<file path="src/rtl/mem_arbiter.sv">
// Two-port (CPU / DMA) arbiter in front of the single unified memory.
// Each access is sequenced IDLE -> BUSY (MEM_LAT cycles) -> RESP (one-cycle done pulse).
module mem_arbiter #(
  parameter int AW       = 32,
  parameter int DW       = 32,
  parameter int MEM_LAT  = 1,
  parameter int CPU_PRIO = 0
) (
  input  logic          clk,
  input  logic          reset,
  input  logic          cpu_req,
  input  logic          cpu_we,
  input  logic [AW-1:0] cpu_addr,
  input  logic [DW-1:0] cpu_wdata,
  output logic          cpu_done,
  input  logic          dma_req,
  input  logic          dma_we,
  input  logic [AW-1:0] dma_addr,
  input  logic [DW-1:0] dma_wdata,
  output logic          dma_done,
  output logic [DW-1:0] rdata,
  output logic          mem_en,
  output logic          mem_we,
  output logic [AW-1:0] mem_addr,
  output logic [DW-1:0] mem_wdata,
  input  logic [DW-1:0] mem_rdata,
  output logic          busy,
  output logic          owner
);

  localparam int CW = (MEM_LAT < 2) ? 1 : $clog2(MEM_LAT + 1);
  localparam logic [CW-1:0] LAT_C = CW'(MEM_LAT);
  localparam logic [CW-1:0] ONE_C = CW'(1);

  typedef enum logic [1:0] {IDLE, BUSY, RESP} state_t;

  state_t        state_q, state_d;
  logic [CW-1:0] cnt_q, cnt_d;
  logic          owner_q, owner_d;
  logic          we_q, we_d;
  logic [AW-1:0] addr_q, addr_d;
  logic [DW-1:0] wdata_q, wdata_d;
  logic [DW-1:0] rdata_q, rdata_d;
  logic          last_q, last_d;   // 0 = CPU, 1 = DMA got the previous grant
  logic          grant_dma;

  // On a tie, round-robin hands the grant to whoever did not win last time.
  assign grant_dma = dma_req & (~cpu_req | ((CPU_PRIO == 0) & ~last_q));

  always_ff @(posedge clk or negedge reset) begin
    if (!reset) begin
      state_q <= IDLE;
      cnt_q   <= '0;
      owner_q <= 1'b0;
      we_q    <= 1'b0;
      addr_q  <= '0;
      wdata_q <= '0;
      rdata_q <= '0;
      last_q  <= 1'b1;
    end else begin
      state_q <= state_d;
      cnt_q   <= cnt_d;
      owner_q <= owner_d;
      we_q    <= we_d;
      addr_q  <= addr_d;
      wdata_q <= wdata_d;
      rdata_q <= rdata_d;
      last_q  <= last_d;
    end
  end

  always_comb begin
    state_d = state_q;
    cnt_d   = cnt_q;
    owner_d = owner_q;
    we_d    = we_q;
    addr_d  = addr_q;
    wdata_d = wdata_q;
    rdata_d = rdata_q;
    last_d  = last_q;
    unique case (state_q)
      IDLE: begin
        if (cpu_req || dma_req) begin
          owner_d = grant_dma;
          we_d    = grant_dma ? dma_we    : cpu_we;
          addr_d  = grant_dma ? dma_addr  : cpu_addr;
          wdata_d = grant_dma ? dma_wdata : cpu_wdata;
          last_d  = grant_dma;
          cnt_d   = LAT_C;
          state_d = BUSY;
        end
      end
      BUSY: begin
        cnt_d = cnt_q - ONE_C;
        if (cnt_q == ONE_C) begin
          if (!we_q) rdata_d = mem_rdata;
          state_d = RESP;
        end
      end
      RESP:    state_d = IDLE;
      default: state_d = IDLE;
    endcase
  end

  // Bus outputs come from the latched request, never from live requester inputs.
  assign mem_en    = (state_q == BUSY);
  assign mem_we    = (state_q == BUSY) & we_q;
  assign mem_addr  = addr_q;
  assign mem_wdata = wdata_q;
  assign cpu_done  = (state_q == RESP) & ~owner_q;
  assign dma_done  = (state_q == RESP) & owner_q;
  assign busy      = (state_q != IDLE);
  assign owner     = owner_q;
  assign rdata     = rdata_q;

endmodule
</file>
<file path="config.mk">
export PLATFORM = sky130hd
export DESIGN_NAME = mem_arbiter
export DESIGN_NICKNAME = d
export VERILOG_FILES = /design/src/rtl/mem_arbiter.sv
export SDC_FILE = /design/constraint.sdc
export NUM_CORES = 1
export LEC_CHECK = 0
export CORE_MARGIN = 10
export CORE_UTILIZATION = 41
export DETAILED_ROUTE_END_ITERATION = 16
export GPL_TIMING_DRIVEN = 0
export PLACE_DENSITY = 0.93
export SYNTH_ARGS = -nofsm -noshare
export SYNTH_HDL_FRONTEND = slang
export SYNTH_SLANG_ARGS = --single-unit
</file>
<file path="constraint.sdc">
create_clock -name clk -period 2.75 [get_ports clk]
set_clock_uncertainty 0.15 [all_clocks]
set_input_delay 0.825 -clock clk [delete_from_list [all_inputs] [get_ports clk]]
set_output_delay 0.825 -clock clk [all_outputs]
set_load 0.02 [all_outputs]
</file>
# Yosys cells after proc, flatten, opt, wreduce, memory -nomap -nowiden
# Cells that the tools add are included.
# Widths: inputs -> output; s select.
# totals
regBits	102
output_inout_bits	102
elab_cells	38
# classes
n_addsub	1
eq_ne	4
n_mux	8
bitwise_logic	9
n_reduce_logical	8
# op_table
cell	n
$mux 32	2
$reduce_and 2->1	3
$and 1x1->1	4
$mux 2	2
$not 1->1	4
$pmux 2 s2	1
$reduce_bool 2->1	2
$reduce_and 3->1	1
$eq 2x1->1 const B	1
$eq 2x2->1 const B	1
$logic_not 2->1	1
$mux 1	2
$ne 2x1->1 const B	1
$ne 2x2->1 const B	1
$pmux 1 s2	1
$logic_or 1x1->1	1
$or 1x1->1	1
$sub 1x1->1 const B	1

# Depth between registers and ports, before layout
# Gate-level depths: netlist (run 1).
# logic_depth
word_depth	4
ltp_mapped	5

# Worst setup path after synthesis (run 1)
# OpenSTA, ideal clock, no wires.
# synth_path
kind	input-to-reg
from	input dma_req
to	register addr_q[21] (netlist: mem_addr[21])
setup_ps	125
arrival_ps	1857
setup_slack_ps	619
cell_stages	5
n_path_buf	2
cell_sequence	a21bo_2 buf_6 buf_6 mux2_1 mux2_2
# synth_between
elab_chain_len	2
word_cells_on_any_way	4
cone_classes	1 x mux; 1 x bitwise; 2 x reduce/logical
# synth_lines
item	line_no	rtl
from (decl)	16	input logic dma_req,
$and 1x1->1 or $logic_or 1x1->1 (tied branches)	48, 83	
$mux 32 or $reduce_and 2->1 (tied branches)	-	
to (signal assigned)	65	addr_q <= addr_d;
to (decl)	41	logic [AW-1:0] addr_q, addr_d;
# Parallel ways exist; a longest one is shown, timed or not.
# A chain may end at the register's enable or synchronous reset.

# Final worst setup path (run 1)
# layout_path
from	register state_q[0]
to	output mem_en
# layout_between
elab_chain_len	1
# layout_lines
item	line_no	rtl
from (decl)	37	state_t state_q, state_d;
from (signal assigned)	61	state_q <= state_d;
$eq 2x1->1	106	assign mem_en = (state_q == BUSY);
to (decl)	22	output logic mem_en,
# No other way between the ends.

==> results of run 1 <==
## power breakdown
part | switching, uW | total (uW) | internal [uW]
sequential | 416 | 2700 | 2290
clock | 563 | 1390 | 829
combinational | 2140 | 4670 | 2520
total | 3120 | 8760 | 5640
## worst max-delay path: cells and delay by family, from the launching register on
family / cells / cell delay [ps]
buffers and inverters: 1 / 690
DFF: 1 / 400
and+or+nand+nor: 1 / 250
## cell families (layout without fill, tap and decap cells)
group           count (synthesis)  after routing  share of synthesized area
buf+inv                        20            304                    0.02956
compound gates                  7              7                   0.009763
flops                         102            102                     0.5536
simple gates                    8              8                    0.01166
mux                           162            162                     0.3954
## layout make-up
type	count	area, sq um
buffer	18	128.9
clock buffer	10	239.0
clock inverter	6	92.59
fill	764	3110
inverter	2	7.507
multi-input combinational	177	1926
sequential	102	2554
tap	140	175.2
timing repair buffer	268	2703
## cell usage in the layout, fill, tap and decap left out, types with 4 or more instances in the layout
| cell | count |
|---|---|
| mux2_2 | 122 |
| buf_2 | 9 |
| mux2_1 | 40 |
| buf_4 | 4 |
| buf_6 | 5 |
| clkbuf_16 | 9 |
| clkdlybuf4s50_1 | 264 |
| dfrtp_1 | 101 |
## metal layers
| layer | up-vias | part of all wire |
|---|---|---|
| met5 | - | 0 |
| met4 | 0 | 0.021 |
| met3 | 19 | 0.095 |
| met2 | 162 | 0.52 |
| met1 | 1698 | 0.36 |
| li1 | 1630 | - |
## per-stage QoR
step	TNS [ps]	instance area (sq um)	std cells
3_5_place_dp	-2828	7486	707
6_report	0	7825	723
5_1_grt	0	7825	723
3_3_place_gp	-299740	7461	706
4_1_cts	0	7818	723
2_1_floorplan	0	4613	299
## how the worst min path moves through the flow
stage / start / endpoint / slack, ps
after floorplan: cnt_q$_DFFE_PN0P_ / state_q[0]$_DFFE_PN0P_ / 310
after global placement: rdata[6]$_DFFE_PN0P_ / rdata[6]$_DFFE_PN0P_ / 320
after detailed placement: mem_wdata[30]$_DFFE_PN0P_ / mem_wdata[30]$_DFFE_PN0P_ / 340
after CTS: mem_wdata[8]$_DFFE_PN0P_ / mem_wdata[8]$_DFFE_PN0P_ / 360
after global routing: mem_wdata[6]$_DFFE_PN0P_ / mem_wdata[6]$_DFFE_PN0P_ / 370
final: mem_addr[23]$_DFFE_PN0P_ / mem_addr[23]$_DFFE_PN0P_ / 360
## flip-flops by register name (all words and copies together), names as in the netlist
| name | cells |
|---|---|
| cnt_q | 1 |
| last_q | 1 |
| mem_addr | 32 |
| mem_wdata | 32 |
| owner | 1 |
| rdata | 32 |
| state_q | 2 |
| we_q | 1 |
## repair_timing
| item | in CTS | in global routing |
|---|---|---|
| hold buffers | 0 | 0 |
| resized for setup | 0 | 3 |
| setup endpoints to repair | 0 | 3 |
==> impl_results.md, run 1 <==
- Worst-Margin Slew: 727.4 ps
- Pins over their slew limit: 0
- Initial Utilization: 0.4219
- Max Clk Rate: 0.3777 GHz
- Slowest stage delay, CP: 690 ps
- Post-synthesis sequential area ratio: 0.5536
- Max Fanout on Critical Path: 6
- Yosys top cell by area: dfrtp_1
- Fin nets: 744
- Async S/R FF share, synth: 1.000
- R2R Path Start: state_q[0]$_DFFE_PN0P_
- Critical path destination: mem_en
- Yosys warnings: 0
- Reg clk slew, reported paths: 70 ps
- GRT met1 Usage: 0.1922
- DR iter-0 viols: 90
- Layout cells sized above 1: 0.2779
- Vias per cell: 4.853
- Area grow syn2layout: 69.62%
- Number of synthesized flops with an enable pin: 0
- RSZ-0062 raised after global routing: no
- Inserted Diodes: 0
- Syn Inst Count: 299
- Die ar.: 0.01589 sq mm
- Setup crit end kind: output pin
- Initial antenna violation count: 0
- Largest net degree at the start of global routing: 56
- Status: complete, no violations
- Period Utilization, post-route: 0.9627
- Routed length per instance: 20.90 microns
- Peak VDD IR: 0.6793 mV
- Power Dens Cells: 1120 mW/mm^2
- Slowest CP cell: clkdlybuf4s50_1
- Routed via count: 3509
- H-Tree Depth: 3
- Root Driver: clkbuf_16
- Final core utilization: 0.7156
- CTS tree: yes
- Post-DP HPWL: 12.47 mm
- Fin. Hold Viols: 0
- LEAKAGE: 0.003209 uW
- Final setup viols: 0
- Top-count cell post-synth: mux2_2
- Tot Pwr: 8762 uW
- Sink Count: 102
- GR Layer Usage met3: 0.07592
- Max-cap violations: 0
- Cell Area, Synth: 0.004613 sq mm
- GR met2 Demand/Resource: 0.3392
- #FFs+latches synth: 102
- Final wirelength: 15.11 mm
- Crit start category: flip-flop
- Setup ws final: 102.7 ps
- Syn Area/Cell: 15.43 sq um
- Core box area: 0.01094 sq mm
- Placer Congestion: 0.7883
- R2R depth: 5
- Unique masters post-synth: 20
- First drt pass iteration count: 4
- Ports: 268
- Grt total ovfl: 0
- CTS buffer count: 9
- Critical path class: flip-flop to output pin
- DIE WIDTH: 126.1 microns
- CP required: 1780 ps
- Yosys top cell area share: 0.5479
- Fin crit period: 2647 ps
- Clock Latency Late Sink: 330 ps
- Area contributors post-synth: dfrtp_1 (55%), mux2_2 (30%), mux2_1 (9.8%)
- Crit path cell chain: nor2b_2, clkdlybuf4s50_1
- Total GRT Usage: 0.1880
- Hold path depth: 1
- Port Buffer Count: 267
- Post-CTS Setup Repair Bufs: 0
- Vias in the first global route: 4160
- First-pass GRT wire length: 23.73 mm
- Min-Delay Path Class: flip-flop to flip-flop
- Top FF cell, synth: dfrtp_1
- Syn nets: 465
- Smallest hold slack: 355.1 ps
- Remaining antenna violation count after routing: 0
- Site row count: 38
- RR Endpoint: mem_wdata[21]$_DFFE_PN0P_
- Most used routing layer: met2
- Max-slew headroom: 0.5150
- Top post-synthesis cells by count: mux2_2 (122), dfrtp_1 (101), mux2_1 (40), buf_2 (9), buf_6 (5)
- Critical Path Start: state_q[0]$_DFFE_PN0P_
- R2r setup slk: 790 ps
- Place WS: -173.7 ps
- Residual DRC: 0
- CTS max path bufs: 2
- Worst path arrival time: 1670 ps
- Die height: 126.1 microns
No activity file was read; power rests on OpenSTA's default activity.
==> run 2: changes to the inputs <==
--- a/constraint.sdc
+++ b/constraint.sdc
@@ -4,2 +4,2 @@
 set_output_delay 0.825 -clock clk [all_outputs]
-set_load 0.02 [all_outputs]
+set_load 0.05 [all_outputs]
==> run 2 against run 1 <==
  * Total power is 19% higher
  * Critical path depth is 3 higher
  * Setup slack improved by 39 ps
  * Hold slack got worse by 37 ps
  * Non-clock buffer count did not move
  * Utilization fell by 0.29 points
  * Maximum frequency increased by 1.5%
  * Sequential power is essentially flat
  * Cell count did not move
  * Largest cell class unchanged
  * Highest routed layer unchanged
==> impl_results.md, run 2 (same netlist as run 1, synthesis figures left out) <==
- Status: complete, no violations
- First-pass GRT wire length: 23.52 mm (-0.90%)
- Setup TNS: 0 ps (unchanged)
- Fin. Hold Viols: 0 (unchanged)
- Die ar.: 0.01589 sq mm (unchanged)
- Fin nets: 744 (unchanged)
- Critical Path Start: cpu_req
- Port Buffer Count: 267 (unchanged)
- First drt pass iteration count: 4 (unchanged)
- Clock share of power: 0.128 (-0.031)
- RSZ-0062 raised after global routing: no
- Peak VDD IR: 1.010 mV (+49%)
- Commonest non-fill, non-tap cell in the layout: clkdlybuf4s50_1
- Sw Ratio: 0.4733 (+0.1170)
- Initial antenna violation count: 0 (unchanged)
- Hold buffers post-CTS: 0 (unchanged)
- Sink Count: 102 (unchanged)
- P_sw: 4947 uW (+58%)
- Site row count: 38 (unchanged)
- Max-slew headroom: 0.6054 (+0.09030)
- Max-cap violations: 0 (unchanged)
- Area grow syn2layout: 68.94%
- Initial Utilization: 0.4219 (unchanged)
- Worst path depth: 5 (+3)
- Routed length per instance: 21.09 microns (+0.90%)
- CTS tree: yes
- Ports: 268 (unchanged)
- DR iter-0 viols: 119 (+32%)
- Max Fanout on Critical Path: 10 (+4)
- Total GRT Usage: 0.1844 (-0.003559)
- Most frequent cells in the layout: clkdlybuf4s50_1 (261), mux2_2 (122), dfrtp_1 (101), mux2_1 (40)
- Reg clk slew, reported paths: 70 ps (about the same)
- CTS buffer count: 9 (unchanged)
- Routed via count: 3545 (+1.0%)
- Core box area: 0.01094 sq mm (unchanged)
- Vias per cell: 4.903 (+1.0%)
- H-Tree Depth: 3 (unchanged)
- Final wirelength: 15.25 mm (+0.90%)
- Die height: 126.1 microns (unchanged)
- CP most frequent cell: buf_2
- Largest net degree at the start of global routing: 63 (+13%)
- Max Clk Rate: 0.3834 GHz (+1.5%)
- Gate power share: 0.614 (+0.081)
- Final setup viols: 0 (unchanged)
- WP buf/inv: 3 (+2)
- R2R Path Start: state_q[0]$_DFFE_PN0P_
- Residual DRC: 0 (unchanged)
- Clock Latency Late Sink: 330 ps (about the same)
- Worst-Margin Slew: 594.3 ps (-133.1 ps)
- Pins over their slew limit: 0 (unchanged)
- Placer Congestion: 0.7882 (about the same)
- Top Family by Delay on Critical Path: buffers and inverters
- Slowest CP cell: clkdlybuf4s50_1
- Remaining antenna violation count after routing: 0 (unchanged)
- CTS max path bufs: 2 (unchanged)
- Critical path class: primary input to flip-flop
- R2R depth: 5 (unchanged)
- Critical path destination: mem_wdata[18]$_DFFE_PN0P_
- Grt total ovfl: 0 (unchanged)
- LEAKAGE: 0.003191 uW (-0.58%)
- Min-Delay Path Class: primary input to async pin
- Setup crit end kind: flip-flop
- Vias in the first global route: 4227 (+1.6%)
- Worst path arrival time: 2670 ps (+1000 ps)
- Tot Pwr: 10450 uW (+19%)
- Crit start category: primary input
- Post-DP HPWL: 12.61 mm (+1.1%)
- Crit path cell chain: clkdlybuf4s50_1, o21ai_1, buf_2, buf_2, mux2_2
- DIE WIDTH: 126.1 microns (unchanged)
- Internal Power: 5504 uW (-2.4%)
- Inserted Diodes: 0 (unchanged)
- Layout cells sized above 1: 0.2796 (+0.001715)
- Period Utilization, post-route: 0.9485 (-0.01422)
- CP required: 2810 ps (+1030 ps)
- Post-CTS Setup Repair Bufs: 0 (unchanged)
- Fin crit period: 2608 ps (-39.10 ps)
- R2r setup slk: 680 ps (-110 ps)
- Power Dens Cells: 1341 mW/mm^2 (+20%)
- RR Endpoint: mem_wdata[18]$_DFFE_PN0P_
- Slowest stage delay, CP: 440 ps (-250 ps)
- Seq pwr share: 0.257 (-0.051)
- Root Driver: clkbuf_16
## run 2: worst reg2reg max path: stages (launching register included)
cell     delay (ps)
dfrtp_1         400
nor2_1          120
o21ai_1         250
buf_2           360
buf_2           310
mux2_2          370
## run 2: power groups by stage
stage | logic [uW] | clock network [uW] | registers, uW
6_report | 6420 | 1340 | 2690
5_1_grt | 6670 | 1430 | 2800
4_1_cts | 6500 | 1370 | 2700
3_5_place_dp | 6500 | 0 | 2720
3_3_place_gp | 6380 | 0 | 2650
2_1_floorplan | 1590 | 0 | 5270
## run 2: worst min-delay path by stage
stage                                to  slack, ps  cells after the start                      from
3_5_place_dp   mem_wdata[6]$_DFFE_PN0P_        340                      1  mem_wdata[6]$_DFFE_PN0P_
4_1_cts           rdata[19]$_DFFE_PN0P_        330                      1                     reset
3_3_place_gp       rdata[6]$_DFFE_PN0P_        320                      1      rdata[6]$_DFFE_PN0P_
2_1_floorplan    state_q[0]$_DFFE_PN0P_        310                      1         cnt_q$_DFFE_PN0P_
6_report          rdata[19]$_DFFE_PN0P_        320                      1                     reset
5_1_grt           rdata[19]$_DFFE_PN0P_        360                      1                     reset
## run 2: final cells by class
type	instances	area, sq um
Multi-Input combinational cell	177	1928
Buffer	18	128.9
Timing Repair Buffer	268	2688
Tap cell	140	175.2
Sequential cell	102	2554
Clock inverter	7	87.58
Inverter	2	7.507
Fill cell	774	3142
Clock buffer	9	225.2
## run 2: per-stage QoR
stage	util	worst slack [ps]	hold WS [ps]	instances	instance area, sq um
after floorplan	-	333.9	313.5	299	4618
after global placement	0.6827	-3008	320.9	706	7466
after detailed placement	0.6850	-215.7	342.3	707	7491
after CTS	0.7130	52.93	334.6	723	7797
after global routing	0.7127	24.81	359.2	723	7794
final	0.7127	141.8	317.7	723	7794
## run 2: routing by layer
metal  up-vias  GRT usage  routed length (microns)
met5         -          0                        0
met4         0    0.04287                      204
met3        12    0.06669                     1296
met2       158     0.3447                     8262
met1      1743     0.1913                     5486
li1       1632          -                        -
## run 2: what timing repair did
item,in CTS,in global routing
setup endpoints to repair,5,1
hold endpoints to repair,0,0
resized for setup,5,2
gates cloned,0,0
==> run 3: changes to the inputs <==
Settings changed: ABC_AREA from default to 1, CORE_UTILIZATION 41 to 43, SLEW_MARGIN from default to 20.
==> run 3 against run 2 <==
  * Utilization is 0.60 points higher
  * Sequential power hardly changed
  * Critical path depth is 1 lower
  * Wire length is 30% higher
  * Cell count is 59% higher
  * Critical endpoint is now mem_we
  * Largest cell class unchanged
==> impl_results.md, run 3 <==
- Status: complete, no violations
- Die height: 129.4 microns (+2.6%)
- Clock Latency Late Sink: 350 ps (+20 ps)
- Final wirelength: 19.89 mm (+30%)
- Period Utilization, post-route: 0.9471 (-0.001320)
- Commonest non-fill, non-tap cell in the layout: nand2_1
- Max-cap violations: 0 (unchanged)
- Total GRT Usage: 0.2314 (+0.04691)
- Cell Area, Synth: 0.005147 sq mm (+12%)
- CTS max path bufs: 2 (unchanged)
- Compound-gate portion of the synthesized area: 0.0009723 (-0.008792)
- Ports: 268 (unchanged)
- Dpl cell area: 0.008033 sq mm (+7.2%)
- Async S/R FF share, synth: 1.000 (unchanged)
- Most frequent cells in the layout: nand2_1 (269), clkdlybuf4s50_1 (261), nand3_1 (163), inv_1 (134), dfrtp_1 (101)
- Yosys warnings: 0 (unchanged)
- Routed length per instance: 17.29 microns (-18%)
- Pins over their slew limit: 0 (unchanged)
- Largest family of logic cells by synthesized area: simple AND/OR/NAND/NOR gates
- Remaining antenna violation count after routing: 0 (unchanged)
- First drt pass iteration count: 5 (+1)
- Core box area: 0.01156 sq mm (+5.8%)
- Die ar.: 0.01675 sq mm (+5.4%)
- FILL cells: 865 (+12%)
- H-Tree Depth: 3 (unchanged)
- Yosys top cell by area: dfrtp_1
- CTS buffer count: 9 (unchanged)
- Placer Congestion: 0.8491 (+7.7%)
- Site row count: 39 (+2.6%)
- Mux share of post-synthesis cell area: 0 (-0.3954)
- Post-Synth Simple-Gate Area: 0.3617 (+0.3500)
- Port Buffer Count: 267 (unchanged)
- Worst path arrival time: 1630 ps (-1040 ps)
- Final Cell Area: 0.008312 sq mm (+6.6%)
- Hold buffers post-CTS: 0 (unchanged)
- Vias in the first global route: 5708 (+35%)
- Number of synthesized flops with an enable pin: 0 (unchanged)
- Top-count cell post-synth: nand2_1
- DR iter-0 viols: 387 (+230%)
- CP required: 1780 ps (-1030 ps)
- #FFs+latches synth: 102 (unchanged)
- Layout cells sized above 1: 0.04667 (-0.2329)
- Critical path class: flip-flop to output pin
- CTS tree: yes
- Crit start category: flip-flop
- Syn nets: 889 (+91%)
- Fin. Hold Viols: 0 (unchanged)
- Grt total ovfl: 0 (unchanged)
- First-pass GRT wire length: 30.17 mm (+28%)
- Sink Count: 102 (unchanged)
- R2r setup slk: 890 ps (+210 ps)
- Inserted Diodes: 0 (unchanged)
- Max-slew headroom: 0.6095 (+0.004199)
- Synth Area in XOR/XNOR: 0 (unchanged)
- Routed via count: 5700 (+61%)
- Area grow syn2layout: 61.47%
- Area contributors post-synth: dfrtp_1 (49%), nand2_1 (20%), nand3_1 (16%)
- Worst-Margin Slew: 588.0 ps (-6.324 ps)
- Reg clk slew, reported paths: 70 ps (about the same)
- Max Fanout on Critical Path: 10 (unchanged)
- Min-Delay Path Class: primary input to async pin
- Largest net degree at the start of global routing: 60 (-4.8%)
- LEAKAGE: 0.004420 uW (+39%)
- Vias per cell: 4.957 (+1.1%)
- RSZ-0062 raised after global routing: no
- Yosys top cell area share: 0.4910 (-0.05686)
- Setup crit end kind: output pin
- Fin crit period: 2605 ps (-3.629 ps)
- Peak VDD IR: 0.6509 mV (-36%)
- Initial Utilization: 0.4451 (+0.02324)
- Max Clk Rate: 0.3839 GHz (+0.14%)
- Syn Inst Count: 723 (+140%)
- Root Driver: clkbuf_16
- Syn Area/Cell: 7.120 sq um (-54%)
- Initial antenna violation count: 0 (unchanged)
- Post-synthesis sequential area ratio: 0.4961 (-0.05746)
- Final setup viols: 0 (unchanged)
- Fin nets: 1168 (+57%)
- DIE WIDTH: 129.4 microns (+2.6%)
- Power Dens Cells: 1274 mW/mm^2 (-5.0%)
- Final core utilization: 0.7187 (+0.006006)
- Place WS: -35.65 ps (+180.1 ps)
- Tot Pwr: 10590 uW (+1.3%)
- Post-DP HPWL: 15.36 mm (+22%)
- Top FF cell, synth: dfrtp_1
- Top post-synthesis cells by count: nand2_1 (269), nand3_1 (163), inv_1 (134), dfrtp_1 (101), clkbuf_1 (19)
- Adder-cell share of the synthesized area: 0 (unchanged)
- Residual DRC: 0 (unchanged)
- Setup ws final: 145.4 ps (+3.629 ps)
- Unique masters post-synth: 16 (-20%)
-- run 3: cell types whose count changed after synthesis, sizes merged, moves of 2 or more --
cell,before,now
nand3,0,163
o21ai,3,1
nor2,2,4
nor3,0,2
buf,17,25
nand2,0,269
clkbuf,1,19
and3b,2,0
inv,2,136
mux2,162,0
and2,2,0
-- run 3: through the flow --
stage          instances  hold WS (ps)  TNS (ps)
2_1_floorplan        723         293.2         0
3_3_place_gp        1133         302.7   -313350
3_5_place_dp        1134         307.9    -35.65
4_1_cts             1150         249.8         0
5_1_grt             1150         255.6         0
6_report            1150         239.7         0
-- run 3: kinds of logic (layout without fill, tap and decap cells) --
logic type / Yosys count / in the layout
simple gates: 439 / 439
buf+inv: 181 / 465
flops: 102 / 102
compound gates: 1 / 1
-- run 3: final cells by class --
class | count | area (sq um) | share of cell area
repair buffers | 268 | 2691 | 0.3238
flip-flops and latches | 102 | 2554 | 0.3072
multi-input cells | 440 | 1872 | 0.2252
inverters | 137 | 514.2 | 0.06187
clock buffers | 14 | 274.0 | 0.03297
plain buffers | 44 | 212.7 | 0.02559
well taps | 143 | 178.9 | 0.02153
clock inverters | 2 | 15.01 | 0.001806
-- run 3: metal layers --
metal,vias to the layer above,share of wire,GRT usage
met1,2671,0.37,0.2429
li1,2737,-,-
met2,266,0.49,0.4070
met4,0,0.017,0.06614
met5,-,0,0
met3,26,0.12,0.1093
-- run 3: where the power goes --
part | switching [uW] | internal, uW | total, uW
combinational | 4570 | 2070 | 6630
clock | 566 | 690 | 1260
sequential | 437 | 2270 | 2700
-- run 3: repair_timing --
| action | 4_1_cts | 5_1_grt |
|---|---|---|
| endpoints found under the setup margin | 5 | 1 |
| gates resized for setup | 7 | 2 |
| buffers inserted | 0 | 0 |
-- run 3: critical path: stages (launching register included) --
cell and delay [ps]:
dfrtp_1 350, clkinv_1 190, clkbuf_1 290, nor2_1 140, buf_2 300
-- run 3: final timing paths --
| kind | from | endpoint | depth (start not counted) |
|---|---|---|---|
| max | we_q$_DFFE_PN0P_ | mem_we | 4 |
| min | reset | mem_addr[18]$_DFFE_PN0P_ | 1 |
| max reg2reg | last_q$_DFFE_PN1P_ | mem_wdata[16]$_DFFE_PN0P_ | 7 |
| min reg2reg | last_q$_DFFE_PN1P_ | last_q$_DFFE_PN1P_ | 2 |
| max in group asynchronous | reset | last_q$_DFFE_PN1P_ | 2 |
| min in group clk | last_q$_DFFE_PN1P_ | last_q$_DFFE_PN1P_ | 2 |
